<file path="config.mk">
export PLATFORM = sky130hd
export DESIGN_NAME = ntt_stage_ctrl
export DESIGN_NICKNAME = d
export VERILOG_FILES = /design/src/rtl/ntt_stage_ctrl.sv
export SDC_FILE = /design/constraint.sdc
export NUM_CORES = 1
export LEC_CHECK = 0
export BUFFER_PORTS_ARGS = -buffer_cell sky130_fd_sc_hd__buf_2
export CORE_MARGIN = 2
export CORE_UTILIZATION = 57
export CTS_CLUSTER_DIAMETER = 200
export DETAILED_ROUTE_END_ITERATION = 6
export PLACE_DENSITY = 0.85
export SETUP_SLACK_MARGIN = 0.3
export SLEW_MARGIN = 20
export SYNTH_ARGS = -nofsm -noshare
export SYNTH_HDL_FRONTEND = slang
export SYNTH_SLANG_ARGS = --single-unit
</file>
<file path="constraint.sdc">
create_clock -name clk -period 2.83 [get_ports clk]
set_input_delay 0.283 -clock clk [delete_from_list [all_inputs] [get_ports clk]]
set_output_delay 0.283 -clock clk [all_outputs]
set_load 0.01 [all_outputs]
</file>
<file path="src/rtl/ntt_stage_ctrl.sv">
// ntt_stage_ctrl: address/sequence controller for an in-place radix-2 NTT.
// Walks NUM_STAGES stages of N/2 butterflies each. For every butterfly it
// issues the top/bottom operand addresses and the twiddle index. A valid
// shift register tracks pairs through the BF_LATENCY-deep butterfly and
// produces next_pair, and done on the final pair.
// Optional feature: define NTT_STAGE_GAP_EN to insert BF_LATENCY idle cycles
// between stages. This keeps stage s+1 from reading data that stage s has
// not yet written back.
module ntt_stage_ctrl #(
    parameter int NUM_STAGES = 4,
    parameter int BF_LATENCY = 3,
    localparam int STW = (NUM_STAGES > 1) ? $clog2(NUM_STAGES) : 1
) (
    input  logic                  clk,
    input  logic                  reset,
    input  logic                  start,
    input  logic                  stall,
    output logic [NUM_STAGES-1:0] rd_addr_top,
    output logic [NUM_STAGES-1:0] rd_addr_bot,
    output logic [NUM_STAGES-2:0] tw_addr,
    output logic [STW-1:0]        stage,
    output logic                  rd_valid,
    output logic                  next_pair,
    output logic                  busy,
    output logic                  done
);

    localparam int JW = NUM_STAGES - 1;
    localparam logic [JW-1:0]         J_LAST    = {JW{1'b1}};
    localparam logic [STW-1:0]        S_LAST    = STW'(NUM_STAGES - 1);
    localparam logic [NUM_STAGES-1:0] ONE_N     = NUM_STAGES'(1);
    localparam logic [JW-1:0]         ONE_J     = JW'(1);
    localparam logic [BF_LATENCY-1:0] PIPE_LAST = BF_LATENCY'(1) << (BF_LATENCY - 1);

    typedef enum logic [1:0] {
        IDLE  = 2'd0,
        ISSUE = 2'd1,
        GAP   = 2'd2,
        DRAIN = 2'd3
    } state_t;

    state_t                  state_q, state_d;
    logic [JW-1:0]           j_q, j_d;
    logic [STW-1:0]          stage_q, stage_d;
    logic [NUM_STAGES-1:0]   top_q, top_d, bot_q, bot_d;
    logic [NUM_STAGES-2:0]   tw_q, tw_d;
    logic [STW-1:0]          stg_q, stg_d;
    logic                    rd_valid_q, rd_valid_d;
    logic [BF_LATENCY-1:0]   pipe_q, pipe_d;
    logic                    done_q, done_d;
    logic                    busy_q, busy_d;
    logic                    issue_s;

    // Address generation for the pair (stage_q, j_q)
    logic [JW-1:0]           mask_s;
    logic [JW-1:0]           k_s;
    logic [NUM_STAGES-1:0]   half_s;
    logic [NUM_STAGES-1:0]   top_s;
    logic [NUM_STAGES-1:0]   bot_s;
    logic [STW-1:0]          tw_sh_s;
    logic [NUM_STAGES-2:0]   tw_s;

`ifdef NTT_STAGE_GAP_EN
    localparam int GW = (BF_LATENCY > 1) ? $clog2(BF_LATENCY) : 1;
    localparam logic [GW-1:0] GAP_LAST = GW'(BF_LATENCY - 1);
    logic [GW-1:0] gap_q, gap_d;
`endif

    // Butterfly addressing: the upper j bits select the group and the lower s bits the offset.
    // The group bits are shifted up by one to skip the bottom half of each group.
    always_comb begin
        half_s  = ONE_N << stage_q;
        mask_s  = (ONE_J << stage_q) - ONE_J;
        k_s     = j_q & mask_s;
        top_s   = {(j_q & ~mask_s), 1'b0} | {1'b0, k_s};
        bot_s   = top_s | half_s;
        tw_sh_s = S_LAST - stage_q;
        tw_s    = k_s << tw_sh_s;
    end

    // The valid pipe keeps shifting during stall so in-flight pairs still retire
    always_comb begin
        pipe_d = (pipe_q << 1) | BF_LATENCY'(rd_valid_q);
    end

    // Next-state logic: sequencing, counter advance and output loading
    always_comb begin
        state_d    = state_q;
        j_d        = j_q;
        stage_d    = stage_q;
        top_d      = top_q;
        bot_d      = bot_q;
        tw_d       = tw_q;
        stg_d      = stg_q;
        rd_valid_d = 1'b0;
        done_d     = 1'b0;
        issue_s    = 1'b0;
`ifdef NTT_STAGE_GAP_EN
        gap_d      = gap_q;
`endif
        case (state_q)
            IDLE: begin
                if (start) begin
                    state_d = ISSUE;
                    issue_s = ~stall;
                end else begin
                    state_d = IDLE;
                end
            end
            ISSUE: begin
                issue_s = ~stall;
            end
            GAP: begin
`ifdef NTT_STAGE_GAP_EN
                if (gap_q == GAP_LAST) begin
                    state_d = ISSUE;
                    gap_d   = '0;
                end else begin
                    gap_d   = gap_q + GW'(1);
                end
`else
                state_d = ISSUE;
`endif
            end
            DRAIN: begin
                if (done_q) begin
                    state_d = IDLE;
                    stage_d = '0;
                    j_d     = '0;
                end else if (pipe_d == PIPE_LAST) begin
                    done_d  = 1'b1;
                end else begin
                    state_d = DRAIN;
                end
            end
            default: begin
                state_d = IDLE;
            end
        endcase

        if (issue_s) begin
            top_d      = top_s;
            bot_d      = bot_s;
            tw_d       = tw_s;
            stg_d      = stage_q;
            rd_valid_d = 1'b1;
            if (j_q == J_LAST) begin
                j_d = '0;
                if (stage_q == S_LAST) begin
                    state_d = DRAIN;
                end else begin
                    stage_d = stage_q + STW'(1);
`ifdef NTT_STAGE_GAP_EN
                    state_d = GAP;
                    gap_d   = '0;
`else
                    state_d = ISSUE;
`endif
                end
            end else begin
                j_d = j_q + ONE_J;
            end
        end else begin
            rd_valid_d = 1'b0;
        end

        busy_d = (state_d != IDLE);
    end

    // State and output registers with synchronous reset
    always_ff @(posedge clk) begin
        if (reset) begin
            state_q    <= IDLE;
            j_q        <= '0;
            stage_q    <= '0;
            top_q      <= '0;
            bot_q      <= '0;
            tw_q       <= '0;
            stg_q      <= '0;
            rd_valid_q <= 1'b0;
            pipe_q     <= '0;
            done_q     <= 1'b0;
            busy_q     <= 1'b0;
        end else begin
            state_q    <= state_d;
            j_q        <= j_d;
            stage_q    <= stage_d;
            top_q      <= top_d;
            bot_q      <= bot_d;
            tw_q       <= tw_d;
            stg_q      <= stg_d;
            rd_valid_q <= rd_valid_d;
            pipe_q     <= pipe_d;
            done_q     <= done_d;
            busy_q     <= busy_d;
        end
    end

`ifdef NTT_STAGE_GAP_EN
    // Inter-stage gap counter
    always_ff @(posedge clk) begin
        if (reset) begin
            gap_q <= '0;
        end else begin
            gap_q <= gap_d;
        end
    end
`endif

    assign rd_addr_top = top_q;
    assign rd_addr_bot = bot_q;
    assign tw_addr     = tw_q;
    assign stage       = stg_q;
    assign rd_valid    = rd_valid_q;
    assign next_pair   = pipe_q[BF_LATENCY-1];
    assign busy        = busy_q;
    assign done        = done_q;

endmodule

</file>
-- Word-level counts from Yosys, hierarchy flattened
Cells that the tools add are included.
- register bits after elaboration: 26
- output and inout bits: 17
- logic and storage cells: 58
- add/sub/neg operators: 4
- eq/ne operators: 6
- shift operators: 3
- muxes and demuxes: 20
- bitwise operators: 8
- reduce and logical (&&, ||, !) cells: 6
- operators by type and width (cell ; number):
    2-bit two-way mux ; 10
    3-bit two-way mux ; 4
    3-bit bitwise AND ; 2
    2-bit equality test (second input constant) ; 3
    3-bit equality test (second input constant) ; 2
    2-bit one-hot mux with 3 select lines ; 1
    2-bit nonzero test ; 3
    1-bit two-way mux ; 4
    4-bit by 3-bit OR with 4-bit output ; 1
    4-bit OR ; 1
    1-bit by 2-bit << shifter with 4-bit output (first input constant) ; 1
    3-bit by 1-bit adder with 3-bit output (second input constant) ; 1
    3-bit inverter ; 1
    3-bit by 1-bit OR with 3-bit output ; 1
    3-bit OR reduction ; 1
    1-bit by 2-bit << shifter with 3-bit output (first input constant) ; 1
    3-bit by 2-bit << shifter with 3-bit output ; 1
    3-bit by 1-bit subtractor with 3-bit output (second input constant) ; 1
    2-bit by 1-bit adder with 2-bit output (second input constant) ; 1
    2-bit by 1-bit equality test with 1-bit output (second input constant) ; 1
    2-bit logical NOT ; 1
    1-bit inverter ; 2
    1-bit one-hot mux with 2 select lines ; 1
    2-bit AND reduction ; 1
    2-bit subtractor (first input constant) ; 1

-- Longest topological paths before layout
Gate-level depths: netlist of run 1.
- depth in word-level cells: 8
- gate-level depth with buffers: 6
- mapped depth without buffers: 6

-- Worst setup path before layout of run 1
No wires, ideal clock.
- kind: flip-flop to flip-flop
- start point: register stage_q[0]
- end point: register tw_q[2], in the netlist tw_addr[2]
- library setup time: 0.123 ns
- data arrival time: 1.408 ns
- required time: 2.707 ns
- path slack: 1.299 ns
- stages on the path, launching flop included: 7
- buffers on the path: 0
- period minus slack after synthesis: 1.531 ns
- cells stage by stage: dfxtp_1 inv_1 ha_1 xor2_1 nor2_1 a311oi_1 nor3_1
- word-level cells in the longest chain between the ends: 4
- elaborated cells between the ends (all ways): 5
- those cells by class: add/sub (2); shift (2); bitwise (1)
- ends and longest elaborated chain (what ; line ; RTL):
    start, declared ; 44 ; logic [STW-1:0] stage_q, stage_d;
    start signal, assigned ; 187 ; stage_q <= stage_d;
    1-bit by 2-bit << shifter with 3-bit output ; 73 ; mask_s = (ONE_J << stage_q) - ONE_J;
    3-bit by 1-bit subtractor with 3-bit output ; 73 ;
    3-bit bitwise AND ; 74 ; k_s = j_q & mask_s;
    3-bit by 2-bit << shifter with 3-bit output (*) ; 78 ; tw_s = k_s << tw_sh_s;
    end signal, assigned ; 190 ; tw_q <= tw_d;
    end, declared ; 46 ; logic [NUM_STAGES-2:0] tw_q, tw_d;
Mark *: on every way between the ends. The rest lies on a longest branch, timed or not.
A chain may end at the register's enable or synchronous reset.

-- Worst setup path after layout of run 1
Ends and elaborated chain as after synthesis.

==> flow_summary.toml, run 1 <==
[run_status]
outcome = "finished clean"

[critical_path]
r2r_cells = 6
crit_arrival_ns = 1.99
worstPathMaxFanout = 9
start_kind = "flip-flop"
path_class = "flip-flop to flip-flop"
crit_family = "flip-flops"
cp_cell_sequence = "inv_1 > ha_1 > xor2_1 > nor2_1 > a311oi_1 > nor3_1"
required_ns = 3.04
r2r-end = "tw_addr[2]$_SDFFE_PP0P_"
end_kind = "flip-flop"
max_stage_delay_ns = 0.49
cp-startpoint = "stage_q[0]$_SDFF_PP0_"
slowest_stage = "dfxtp_1"
reg2reg_from = "stage_q[0]$_SDFF_PP0_"
rrSetupSlack_ns = 1.05
cp_num_cells = 6
worst-path-buf-inv = 1

[sta]
setup-violations-final = 0
setup_tns_ns = 0
fin_ws_ns = 1.05
fin_crit_ns = 1.78
fin_crit_sh_pct = 62.9
final_max_slew_viol_count = 0
hold_viol = 0
fmax_mhz = 562
rsz0062_at_grt = "no"
maxSlewHeadroom_pct = 69.0
worst_slew_pin_slew_ns = 0.465
skew_ns = 0.00171

[power]
p_leak_uw = 0.000534
vdd_ir_drop_max_mv = 0.402
power_density_nw_per_um2 = 512

[grt]
grt_overflow = 0
grt_max_degree = 26
first_global_vias = 812
antenna_found_initial = 0
grt_pass1_wl_um = 3360
grt_use_total_pct = 20.7

[synth]
avgSynthCellArea_um2 = 9.25
synth_area_um2 = 1110
synth_top_family_by_area = "simple AND/OR/NAND/NOR gates"
syn-num-nets = 131
seq_area_frac_synth_pct = 46.9
synth_cells = 120
yosys.area_share.simple_pct = 22.2
synth_compound_area_share_pct = 15.3
synth_top_area_cell = "dfxtp_1"
yosysTopAreaCellShare_pct = 46.9
ys_warn_count = 0
synth_seq_cells = 26
synth_cell_type_count = 32
muxShareOfSynthArea_pct = 1.80
yosys.area_share.adder_pct = 7.89
synth_xor_xnor_area_share_pct = 0.789
synthTopCellsByArea = "dfxtp_1 (47%), ha_1 (7.9%), nor2_1 (7.4%)"

[worst_hold_path]
holdPathStages = 2
holdPathEnd = "stage_q[0]$_SDFF_PP0_"
min-delay-start = "reset"
hp-class = "primary input to flip-flop"

[clocking]
htreeDepth = 1
cts_tree = "built"
clk_path_buf_depth = 2
ctsHoldBuffers = 0
cts_root_buf = "clkbuf_4"
clk_latency_ns = 0.32
cts_buffers = 3
cts_sinks = 26
cts_setup_buffers = 0
clkTransAtPathRegs_ns = 0.13
cts_resized = 0

[detailed_routing]
avgViaCountPerCell = 5.49
wirelength_um = 2020
drt_first_pass_iters = 4
drc_errors = 0
ant_nets = 0
wire_per_inst_um = 12.3
vias = 901
dr.first_iter.drc_count = 20

[die]
ios = 21
start_util_pct = 62.2
dieHeight_um = 48.1
die_w_um = 48.1
core.rowCount = 15
dieArea_um2 = 2320
core_um2 = 1780

[cells_and_area]
final_common_cell = "dfxtp_1"
fillers = 145
synthToLayoutAreaGrowth_pct = 11.4
drive_gt1_share_pct = 23.0
finish.net_count = 151
n_antenna_cell = 0
mostFrequentLayoutCells = "dfxtp_1 (26), nor2_1 (22), buf_2 (20)"

[placed_design]
place.gp.congestion = 0.829
numPortBuffers = 20
dpl.hpwl_um = 1490
dp_slack_ns = 1.07

[job]
maxCapViolCount = 0
-- per-stage QoR --
stage	power (µW)	instances	area, µm²	hold slack [ns]	utilization [%]
after floorplan	443	120	1110	0.355	-
after global placement	454	160	1200	0.401	67.3
after detailed placement	456	160	1200	0.412	67.3
after CTS	638	164	1240	0.370	69.3
after global routing	660	164	1240	0.386	69.3
final	632	164	1240	0.375	69.3
-- cell type report --
type                       count  area, µm²  area share (%)
tap                           25       31.3            2.53
timing repair buffer          20        100            8.10
multi-input combinational     85        533            43.1
sequential                    26        520            42.1
clock buffer                   4       36.3            2.94
inverter                       4       15.0            1.21
-- layer usage --
| layer | track usage (%) | vias to the layer above | share of wire (%) |
|---|---|---|---|
| li1 | - | 450 | - |
| met1 | 27.6 | 418 | 47 |
| met2 | 32.5 | 29 | 47 |
| met3 | 4.44 | 4 | 4.6 |
| met4 | 8.65 | 0 | 1.4 |
| met5 | 0 | - | 0 |
-- synth_stat cells --
cell	number
dfxtp_1	26
nor2_1	22
nand2_1	11
a21oi_1	10
ha_1	7
a211oi_2	4
inv_1	4
a22oi_1	3
nand3_1	3
nor2b_1	3
nor3_1	3
a211oi_1	2
clkbuf_1	2
mux2i_1	2
a22oi_2	1
a311oi_1	1
and2_4	1
and3_1	1
buf_4	1
buf_6	1
buf_8	1
nand2b_1	1
nand3b_1	1
nand4_1	1
nand4b_1	1
nor4b_1	1
o21ai_0	1
o22ai_1	1
or2_2	1
or2_4	1
or3_1	1
xor2_1	1
-- cell families after synthesis --
logic type	count (synthesis)
buf+inv	9
mux	2
flops	26
xor+xnor	1
fa+ha+maj	7
compound gates	23
simple gates	52
-- registers in the layout (all words and copies together) (netlist names), 2 cells and up --
| name | count |
|---|---|
| pipe_q | 3 |
| rd_addr_top | 4 |
| stage_q | 2 |
| stage | 2 |
| state_q | 2 |
| rd_addr_bot | 4 |
| tw_addr | 3 |
| j_q | 3 |
-- how the worst max path moves through the flow --
stage / to / slack [ns]
detailed placement: tw_addr[2]$_SDFFE_PP0P_ / 1.07
global route: tw_addr[2]$_SDFFE_PP0P_ / 0.87
floorplan: tw_addr[2]$_SDFFE_PP0P_ / 1.30
finish: tw_addr[2]$_SDFFE_PP0P_ / 1.05
CTS: tw_addr[2]$_SDFFE_PP0P_ / 1.05
global placement: tw_addr[2]$_SDFFE_PP0P_ / 1.19
-- worst reg2reg max path, stage by stage (launching register included) --
cell      delay (ns)
dfxtp_1         0.49
inv_1           0.16
ha_1            0.28
xor2_1          0.27
nor2_1          0.09
a311oi_1        0.29
nor3_1          0.08
-- where the power goes --
part	total, µW	internal, µW	switching (µW)
clock network	185	78.8	106
logic	59.7	23.4	36.3
registers	388	379	8.50
(Power assumes the default switching activity.)
==> run 2: changes to the inputs <==
--- a/config.mk
+++ b/config.mk
@@ -7,10 +7,10 @@
 export LEC_CHECK = 0
 export BUFFER_PORTS_ARGS = -buffer_cell sky130_fd_sc_hd__buf_2
 export CORE_MARGIN = 2
-export CORE_UTILIZATION = 57
+export CORE_UTILIZATION = 47
 export CTS_CLUSTER_DIAMETER = 200
 export DETAILED_ROUTE_END_ITERATION = 6
-export PLACE_DENSITY = 0.85
+export PLACE_DENSITY = 0.75
 export SETUP_SLACK_MARGIN = 0.3
 export SLEW_MARGIN = 20
 export SYNTH_ARGS = -nofsm -noshare
==> constraint.sdc (replaced) <==
create_clock -name clk -period 1.4 [get_ports clk]
set_input_delay 0.14 -clock clk [delete_from_list [all_inputs] [get_ports clk]]
set_output_delay 0.14 -clock clk [all_outputs]
set_load 0.01 [all_outputs]
==> flow_summary.toml, run 2 (same netlist as run 1, synthesis figures left out) <==
[sta]
maxSlewHeadroom_pct = 75.1
setup-violations-final = 1
timing.hold.ws_ns = 0.168
fin_ws_ns = -0.0309
skew_ns = 0.00434
rsz0062_at_grt = "yes"
fmax_mhz = 699
setup_tns_ns = -0.0309
final_max_slew_viol_count = 0
fin_crit_ns = 1.43
worst_slew_pin_slew_ns = 0.374
hold_viol = 0
fin_crit_sh_pct = 102

[power]
p_int_uw = 1180
power.total_uw = 1570
p_leak_uw = 0.000696
p_sw_uw = 393
vdd_ir_drop_max_mv = 0.793
combPwrFrac_pct = 16.0
swShare_pct = 25.1
pwr-share-clk_pct = 33.8
seq_power_share_pct = 50.2
power_density_nw_per_um2 = 921

[die]
dieArea_um2 = 2770
start_util_pct = 50.2
core.rowCount = 17
die_w_um = 52.6
dieHeight_um = 52.6
core_um2 = 2210
ios = 21

[critical_path]
path_class = "flip-flop to flip-flop"
start_kind = "flip-flop"
end_kind = "flip-flop"
slowest_stage = "dfxtp_4"
crit_arrival_ns = 1.66
cp_cell_sequence = "inv_4 > ha_4 > xor2_4 > nor2_4 > a311oi_2 > nor3_1"
max_stage_delay_ns = 0.42
reg2reg_from = "stage_q[1]$_SDFF_PP0_"
r2r_cells = 6
r2r-end = "tw_addr[2]$_SDFFE_PP0P_"
worstPathMaxFanout = 6
rrSetupSlack_ns = -0.03
required_ns = 1.63

[placed_design]
dp.cells = 168
dp_slack_ns = 0.0607
dpl.hpwl_um = 1620
place.gp.congestion = 0.797
numPortBuffers = 20

[clocking]
ctsHoldBuffers = 0
clk_latency_ns = 0.33
cts_tree = "built"
cts_sinks = 26
cts_root_buf = "clkbuf_4"
clkTransAtPathRegs_ns = 0.15
htreeDepth = 1
cts_buffers = 3
clk_path_buf_depth = 2

[detailed_routing]
ant_nets = 0
wirelength_um = 3480
wire_per_inst_um = 18.2
dr.first_iter.drc_count = 24
drc_errors = 0
vias = 1088
drt_first_pass_iters = 4
avgViaCountPerCell = 5.70

[run_status]
outcome = "complete, but fails checks"
violations = "setup timing"

[cells_and_area]
stdcell_count = 191
n_antenna_cell = 0
drive_gt1_share_pct = 54.6
finish.net_count = 175
fillers = 137
mostFrequentLayoutCells = "dfxtp_1 (20), buf_2 (20), nor2_1 (16)"
synthToLayoutAreaGrowth_pct = 53.3

[job]
maxCapViolCount = 0

[worst_hold_path]
hp-class = "primary input to flip-flop"
min-delay-start = "reset"
holdPathEnd = "j_q[2]$_SDFFE_PP0P_"
holdPathStages = 2

[grt]
grt_pass1_wl_um = 5060
first_global_vias = 1028
grt_overflow = 0
antenna_found_initial = 0
grt_use_total_pct = 25.3
grt_max_degree = 21
-- run 2: cell count changes in the layout (fill, tap and decap cells not counted), sizes merged --
cell	before	now
buf	20	41
clkbuf	4	3
and2	1	4
bufinv	0	1
-- run 2: per-stage QoR --
stage | cell area [µm²] | util (%)
floorplan | 1200 | -
global placement | 1330 | 60.2
detailed placement | 1330 | 60.2
CTS | 1600 | 72.1
global route | 1700 | 76.9
finish | 1700 | 76.9
-- run 2: routing by layer --
layer  vias to the layer above  share of wire (%)  global-route usage (%)  routed length, µm
li1                        503                  -                       -                  -
met1                       540                 42                    32.1               1450
met2                        35                 52                    45.2               1800
met3                        10                3.4                    2.00                119
met4                         0                3.1                    7.69                107
met5                         -                  0                       0                  0
-- run 2: worst max-delay path: cells and delay by family (launching register included) --
kind            cells  cell delay (ns)
xor+xnor            1             0.23
simple gates        2             0.16
fa+ha+maj           1             0.18
compound gates      1             0.27
buf+inv             1             0.06
flops               1             0.42
-- run 2: area by class of cell --
cell class,instances,area [µm²],share of cell area (%)
multi-input combinational,88,752,44.2
sequential,26,538,31.6
timing repair buffer,41,304,17.9
tap,28,35.0,2.06
clock inverter,1,30.0,1.76
clock buffer,3,22.5,1.32
inverter,4,20.0,1.18
-- run 2: timing repair --
item | CTS | global route
endpoints found under the setup margin | 19 | 21
resized for setup | 18 | 24
pin swaps | 17 | 13
gates cloned | 3 | 0
buffers inserted | 15 | 1
-- run 2: how the worst max path moves through the flow --
stage | startpoint | slack, ns | to | depth (start not counted)
finish | stage_q[1]$_SDFF_PP0_ | -0.03 | tw_addr[2]$_SDFFE_PP0P_ | 6
global route | stage_q[0]$_SDFF_PP0_ | -0.10 | tw_addr[2]$_SDFFE_PP0P_ | 6
CTS | stage_q[0]$_SDFF_PP0_ | 0.11 | rd_addr_bot[1]$_SDFFE_PP0P_ | 6
detailed placement | stage_q[1]$_SDFF_PP0_ | 0.06 | tw_addr[2]$_SDFFE_PP0P_ | 6
global placement | stage_q[0]$_SDFF_PP0_ | 0.09 | tw_addr[2]$_SDFFE_PP0P_ | 6
floorplan | stage_q[1]$_SDFF_PP0_ | 0.15 | tw_addr[2]$_SDFFE_PP0P_ | 6
-- run 2: power by group through the flow --
stage | registers, µW | clock network [µW] | logic [µW]
detailed placement | 798 | 0 | 142
global placement | 797 | 0 | 137
floorplan | 805 | 0 | 94.9
CTS | 782 | 535 | 202
finish | 787 | 529 | 252
global route | 789 | 569 | 268
